### src/rtl/param_fifo.sv
// Parameterised synchronous FIFO with sticky overflow/underflow flags and flush.
// Define PARAM_FIFO_FWFT_EN for first-word fall-through reads; default is a registered read.
module param_fifo #(
  parameter int unsigned DATA_W   = 8,
  parameter int unsigned DEPTH    = 8,
  parameter int unsigned AF_LEVEL = DEPTH - 1,
  parameter int unsigned AE_LEVEL = 1
) (
  input  logic                         clk,
  input  logic                         rst,
  input  logic                         push,
  input  logic [DATA_W-1:0]            push_data,
  input  logic                         pop,
  output logic [DATA_W-1:0]            pop_data,
  output logic                         pop_valid,
  input  logic                         flush,
  input  logic                         clr_err,
  output logic                         full,
  output logic                         empty,
  output logic                         almost_full,
  output logic                         almost_empty,
  output logic                         overflow,
  output logic                         underflow,
  output logic [$clog2(DEPTH+1)-1:0]   count
);

  localparam int unsigned PTR_W = $clog2(DEPTH);
  localparam int unsigned CNT_W = $clog2(DEPTH + 1);

  logic [DATA_W-1:0] mem [DEPTH];
  logic [PTR_W-1:0]  wr_ptr;
  logic [PTR_W-1:0]  rd_ptr;
  logic              push_acc_c;
  logic              pop_acc_c;
  logic              ovf_set_c;
  logic              udf_set_c;

  // Pointers wrap at DEPTH-1 so non power-of-two depths work.
  function automatic logic [PTR_W-1:0] ptr_inc(input logic [PTR_W-1:0] p);
    return (p == PTR_W'(DEPTH - 1)) ? '0 : p + PTR_W'(1);
  endfunction

  assign full         = (count == CNT_W'(DEPTH));
  assign empty        = (count == '0);
  assign almost_full  = (count >= CNT_W'(AF_LEVEL));
  assign almost_empty = (count <= CNT_W'(AE_LEVEL));

  assign push_acc_c = push && !full  && !flush;
  assign pop_acc_c  = pop  && !empty && !flush;
  assign ovf_set_c  = push && full   && !flush;
  assign udf_set_c  = pop  && empty  && !flush;

  // Occupancy and pointer state; flush zeroes everything on the next edge.
  always_ff @(posedge clk or posedge rst) begin
    if (rst) begin
      wr_ptr <= '0;
      rd_ptr <= '0;
      count  <= '0;
    end else if (flush) begin
      wr_ptr <= '0;
      rd_ptr <= '0;
      count  <= '0;
    end else begin
      if (push_acc_c) wr_ptr <= ptr_inc(wr_ptr);
      if (pop_acc_c)  rd_ptr <= ptr_inc(rd_ptr);
      if (push_acc_c && !pop_acc_c)      count <= count + CNT_W'(1);
      else if (pop_acc_c && !push_acc_c) count <= count - CNT_W'(1);
    end
  end

  // Storage is not reset; stale contents are unreachable once the pointers clear.
  always_ff @(posedge clk) begin
    if (push_acc_c) mem[wr_ptr] <= push_data;
  end

  // Sticky error flags: a new error wins over a clear in the same cycle.
  always_ff @(posedge clk or posedge rst) begin
    if (rst) begin
      overflow  <= 1'b0;
      underflow <= 1'b0;
    end else begin
      if (ovf_set_c)    overflow <= 1'b1;
      else if (clr_err) overflow <= 1'b0;
      if (udf_set_c)    underflow <= 1'b1;
      else if (clr_err) underflow <= 1'b0;
    end
  end

`ifdef PARAM_FIFO_FWFT_EN
  // Head entry shown directly; forced to zero while empty to keep the bus defined.
  assign pop_valid = !empty;
  assign pop_data  = empty ? '0 : mem[rd_ptr];
`else
  always_ff @(posedge clk or posedge rst) begin
    if (rst) begin
      pop_data  <= '0;
      pop_valid <= 1'b0;
    end else begin
      pop_valid <= pop_acc_c;
      if (pop_acc_c) pop_data <= mem[rd_ptr];
    end
  end
`endif

endmodule

### config.mk
export PLATFORM = sky130hd
export DESIGN_NAME = param_fifo
export DESIGN_NICKNAME = d
export VERILOG_FILES = /design/src/rtl/param_fifo.sv
export SDC_FILE = /design/constraint.sdc
export NUM_CORES = 1
export LEC_CHECK = 0
export CORE_MARGIN = 1.5
export CORE_UTILIZATION = 53
export DETAILED_ROUTE_END_ITERATION = 16
export GPL_TIMING_DRIVEN = 0
export PLACE_DENSITY_LB_ADDON = 0.3
export SETUP_SLACK_MARGIN = 0.1
export SLEW_MARGIN = 20
export SYNTH_ARGS = -nofsm -noshare
export SYNTH_HDL_FRONTEND = slang
export SYNTH_SLANG_ARGS = --single-unit
### constraint.sdc
create_clock -name clk -period 4.2 [get_ports clk]
set_input_delay 0.84 -clock clk [delete_from_list [all_inputs] [get_ports clk]]
set_output_delay 0.84 -clock clk [all_outputs]
set_load 0.03 [all_outputs]
Yosys cells after proc, flatten, opt, wreduce, memory -nomap -nowiden
Memory sizes are Yosys's and may differ from the RTL's. A register that Yosys moved wholly into a read port is not among the register bits.
Index checks and enable logic that the tools add are counted.
{"block": "classes", "reduce_logical": 21, "order_cmp": 2, "n_eq_ne": 3, "n_addsub": 4, "mux": 14}
{"cell": "3-bit 2-to-1 mux", "n": 6}
{"cell": "4-bit 2-to-1 mux", "n": 3}
{"cell": "1-bit logical AND", "n": 10}
{"cell": "2-bit nonzero test", "n": 4}
{"cell": "3-bit by 1-bit adder with 3-bit output (second input constant)", "n": 2}
{"cell": "3-bit equality test (second input constant)", "n": 2}
{"cell": "1-bit zero test", "n": 5}
{"cell": "1-bit 2-to-1 mux", "n": 5}
{"cell": "4-bit by 1-bit adder with 4-bit output (second input constant)", "n": 1}
{"cell": "4-bit equality test (second input constant)", "n": 1}
{"cell": "4-bit by 3-bit greater-or-equal comparator with 1-bit output (second input constant)", "n": 1}
{"cell": "4-bit by 1-bit <= comparator with 1-bit output (second input constant)", "n": 1}
{"cell": "4-bit zero test", "n": 1}
{"cell": "4-bit by 1-bit subtractor with 4-bit output (second input constant)", "n": 1}
{"cell": "3-bit nonzero test", "n": 1}
{"block": "word_totals", "register_bits": 13, "output_inout_bits": 19, "word_cells": 51, "n_memories": 1, "ram_bits": 64}
{"name": "mem", "depth": 8, "width": 8, "read_ports": 1, "rd_clocked_by_memory_dff": 1, "write_ports": 1, "line": "30", "source": "logic [DATA_W-1:0] mem [DEPTH];"}

Logic depth before layout (Yosys ltp)
{"block": "logic_depth", "depth_word": 9, "depth_mapped": 9, "depth_no_buf": 8}

Worst setup path after synthesis
No wires, ideal clock.
{"block": "synth_path", "path_kind": "reg2reg", "start": "reg count[0]", "end": "mem mem[0][0] (enable)", "path_buffers": 0, "setup_slack_ns": 1.600, "setup_time_ns": 0.383, "path_stages_with_launch": 7, "arrival_ns": 2.216, "required_ns": 3.817, "path_cell_list": "dfrtp_1 inv_1 ha_1 nand3b_1 inv_2 or3_1 nor3_1"}
{"block": "synth_between", "elab_chain_len": 6}
{"item": "from (decl)", "line": "24", "source": "output logic [$clog2(DEPTH+1)-1:0] count"}
{"item": "from (signal assigned)", "line": "66", "source": "if (push_acc_c && !pop_acc_c) count <= count + CNT_W'(1);"}
{"item": "from (signal assigned)", "line": "67", "source": "else if (pop_acc_c && !push_acc_c) count <= count - CNT_W'(1);"}
{"item": "4-bit equality test", "line": "43", "source": "assign full = (count == CNT_W'(DEPTH));"}
{"item": "named net full", "line": "18", "source": "output logic full,"}
{"item": "1-bit zero test", "line": "48", "source": "assign push_acc_c = push && !full && !flush;"}
{"item": "1-bit logical AND (2 in a row)", "line": "48"}
{"item": "1-bit 2-to-1 mux", "line": "73", "source": "if (push_acc_c) mem[wr_ptr] <= push_data;"}
{"item": "1-bit 2-to-1 mux (not written as such)", "line": "73"}
{"item": "to (decl)", "line": "30"}
The timed path passes the listed nets, and every way through them passes these cells.

Worst setup path after layout
{"block": "layout_path", "start": "reg count[0]", "end": "out empty"}
{"block": "layout_between", "elab_chain_len": 1}
{"item": "4-bit zero test", "line": "44", "source": "assign empty = (count == '0);"}
{"item": "to (decl)", "line": "19", "source": "output logic empty,"}
Every way passes these cells.

==> out/results.txt <==
Outcome: finished clean
Placed Cells: 325
Vias per std cell: 5.683
Asr flop ratio synth: 24.71%
FILL cells: 439
TritonCTS buffer count: 9
Clock Path Buffers: 2
CTS Root Cell: clkbuf_8
PD cells: 614.2 mW/mm2
Reg area: 0.002447 mm2
DR iter-0 viols: 118
Hold Path Origin: pop_data[3]
Crit path time final: 3.200 ns
Synthesized instance count: 215
Reg power frac: 40.9%
Commonest non-fill, non-tap cell in the layout: edfxtp_1
Netlist area before placement: 0.003528 mm2
Cell variety after synth: 36
Nets: 280
Die area: 0.007155 mm2
Initial cell density of the core: 55.25%
CTS tree: done
Rows: 29
Hold Crit Class: reg -> reg
P_leak: 1.471 nW
VDD IR max: 397.8 uV
Worst hold stages: 2
Worst Hold End: pop_data[3]
Setup Viol. Count Final: 0
Worst Max-Slew Pin Slew: 0.9083 ns
Clock slew at reported path FFs: 0.08 ns
Slew HR: 39.12%
Final Wtd Congestion: 0.8106
Crit path capture type: primary output
Die W: 84.59 um
DIE HEIGHT: 84.59 um
Syn_nets: 236
Post-synthesis sequential area ratio: 69.36%
Most frequent cells in the layout: edfxtp_1 (64), clkdlybuf4s50_1 (32), nor2_1 (22)
#FFs+latches synth: 85
Total GRT Usage: 20.55%
Initial antenna violation count: 0
Period Utilization, post-route: 76.20%
Ys flop type: edfxtp_1
Clk_lat worst skew: 0.35 ns
Maximum clock rate: 0.3125 GHz
P_int: 1.736 mW
Hold_buf cts: 0
I/O pin cnt: 33
R2R Setup Slk: 1.68 ns
Synth Warn #: 0
H-tree depth: 3
Non-Filler Instances: 341
Vias: 1938
Setup crit start kind: register
Post-Route WL: 6581 um
Core area: 0.006386 mm2
Worst reg-to-reg path cell count: 6
Switching pwr: 829.3 uW
Overflow after GRT: 0
Area of the multi-input gates: 0.001010 mm2
Fin. Hold Viols: 0
Share of layout cells above drive strength 1: 17.05%
Combinational power share: 34.9%
Largest net degree at the start of global routing: 22
Vias in the first global route: 2052
RSZ-0062 raised after global routing: no
CP required: 3.36 ns
Worst Path Arrival: 2.36 ns
Final setup TNS: 0 ns
Sw Ratio: 32.33%
Global-route wire length before repair: 10630 um
EDFF count, synth: 64
Antenna Nets Post-Route: 0
Final Max Tran Viols: 0
HPWL after detailed placement: 4400 um
Detailed Routing Iterations Pass 1: 5
Critical Path Fanout Max: 7
Post-CTS setup buffer count: 0
Port Buf Inserts: 32
Clk_skew: 0.008721 ns
N_diodes: 0
Reg2reg start: count[0]
Total clock sinks: 85
Avg Cell Area, Syn: 16.41 um2
Reg2Reg Capture Point: mem[4][2]
Post-DR wirelength/cell: 19.30 um
Critical path type: reg -> out
Synth-to-Final Area Change: 18.37%
Number of gates resized after CTS: 0
Clock network power share: 24.2%
Drc violations: 0
Maxcap violations: 0
==> per-layer routing <==
metal	part of all wire (%)	track usage (%)
met3	5.3	4.326
met4	1.9	9.971
met2	49	33.77
met5	0	0
met1	44	26.27
==> stage by stage <==
step | power (mW) | setup slack, ns | hold slack [ns] | utilization (%) | cell area, um2
6_report | 2.565 | 0.9998 | 0.5361 | 65.40 | 4177
5_1_grt | 2.700 | 0.8804 | 0.5621 | 65.40 | 4177
4_1_cts | 2.585 | 0.9816 | 0.5383 | 65.40 | 4177
3_5_place_dp | 1.971 | 1.156 | 0.5222 | 62.05 | 3963
3_3_place_gp | 1.948 | 0.7194 | 0.5125 | 61.78 | 3945
2_1_floorplan | 1.667 | 1.600 | 0.5504 | - | 3528
==> cell usage after synthesis (4+ instances only) <==
library cell,number,area (um2)
a21oi_1,13,65.06
buf_2,5,25.02
dfrtp_1,21,525.5
edfxtp_1,64,1922
ha_1,7,87.58
inv_1,7,26.28
mux2i_1,10,100.1
mux4_2,16,360.4
nand2_1,9,33.78
nand2b_1,5,31.28
nor2_1,22,82.58
nor3_1,4,20.02
==> layout make-up <==
type / instances / share of cell area (%)
flip-flops and latches: 85 / 58.60
multi-input cells: 112 / 24.18
repair buffers: 33 / 7.849
clock buffers: 11 / 3.146
well taps: 77 / 2.307
clock inverters: 5 / 1.977
plain buffers: 10 / 1.228
inverters: 8 / 0.7190
==> worst max-delay path, cell delays in order (launching register included) <==
cell and delay, ns:
dfrtp_1 0.44, inv_1 0.14, ha_1 0.20, or3b_1 0.34, buf_2 0.17, inv_1 0.06, clkdlybuf4s50_1 0.67
==> flip-flops by register name (all words and copies together) (netlist names) <==
register / flops
rd_ptr: 3
pop_valid: 1
count: 4
mem: 64
pop_data: 8
underflow: 1
wr_ptr: 3
overflow: 1
==> power by group through the flow <==
stage               logic, mW  clock network, mW  registers [mW]
floorplan               0.487                  0            1.18
global placement        0.882                  0            1.07
global route            0.967              0.671            1.06
detailed placement      0.901                  0            1.07
finish                  0.896              0.620            1.05
CTS                     0.906              0.628            1.05
==> cells by family (layout without fill, tap and decap cells) <==
| group | Yosys count | in the layout | synth area share [%] |
|---|---|---|---|
| AOI/OAI and AO/OA | 22 | 22 | 4.184 |
| xor gates and xnor gates | 3 | 3 | 0.7448 |
| adders and majority gates | 7 | 7 | 2.482 |
| buffers and inverters | 18 | 67 | 2.305 |
| DFF | 85 | 85 | 69.36 |
| muxes | 28 | 28 | 13.79 |
| and+or+nand+nor | 52 | 52 | 7.128 |
==> how the worst max path moves through the flow <==
stage / startpoint / end / slack [ns]
6_report: count[0] / empty / 1.0
5_1_grt: count[0] / empty / 0.88
4_1_cts: count[0] / empty / 0.98
3_5_place_dp: push / mem[6][2] / 1.16
3_3_place_gp: push / mem[0][0] / 0.72
2_1_floorplan: count[0] / mem[0][0] / 1.60
Power figures use the tool's default switching activity.
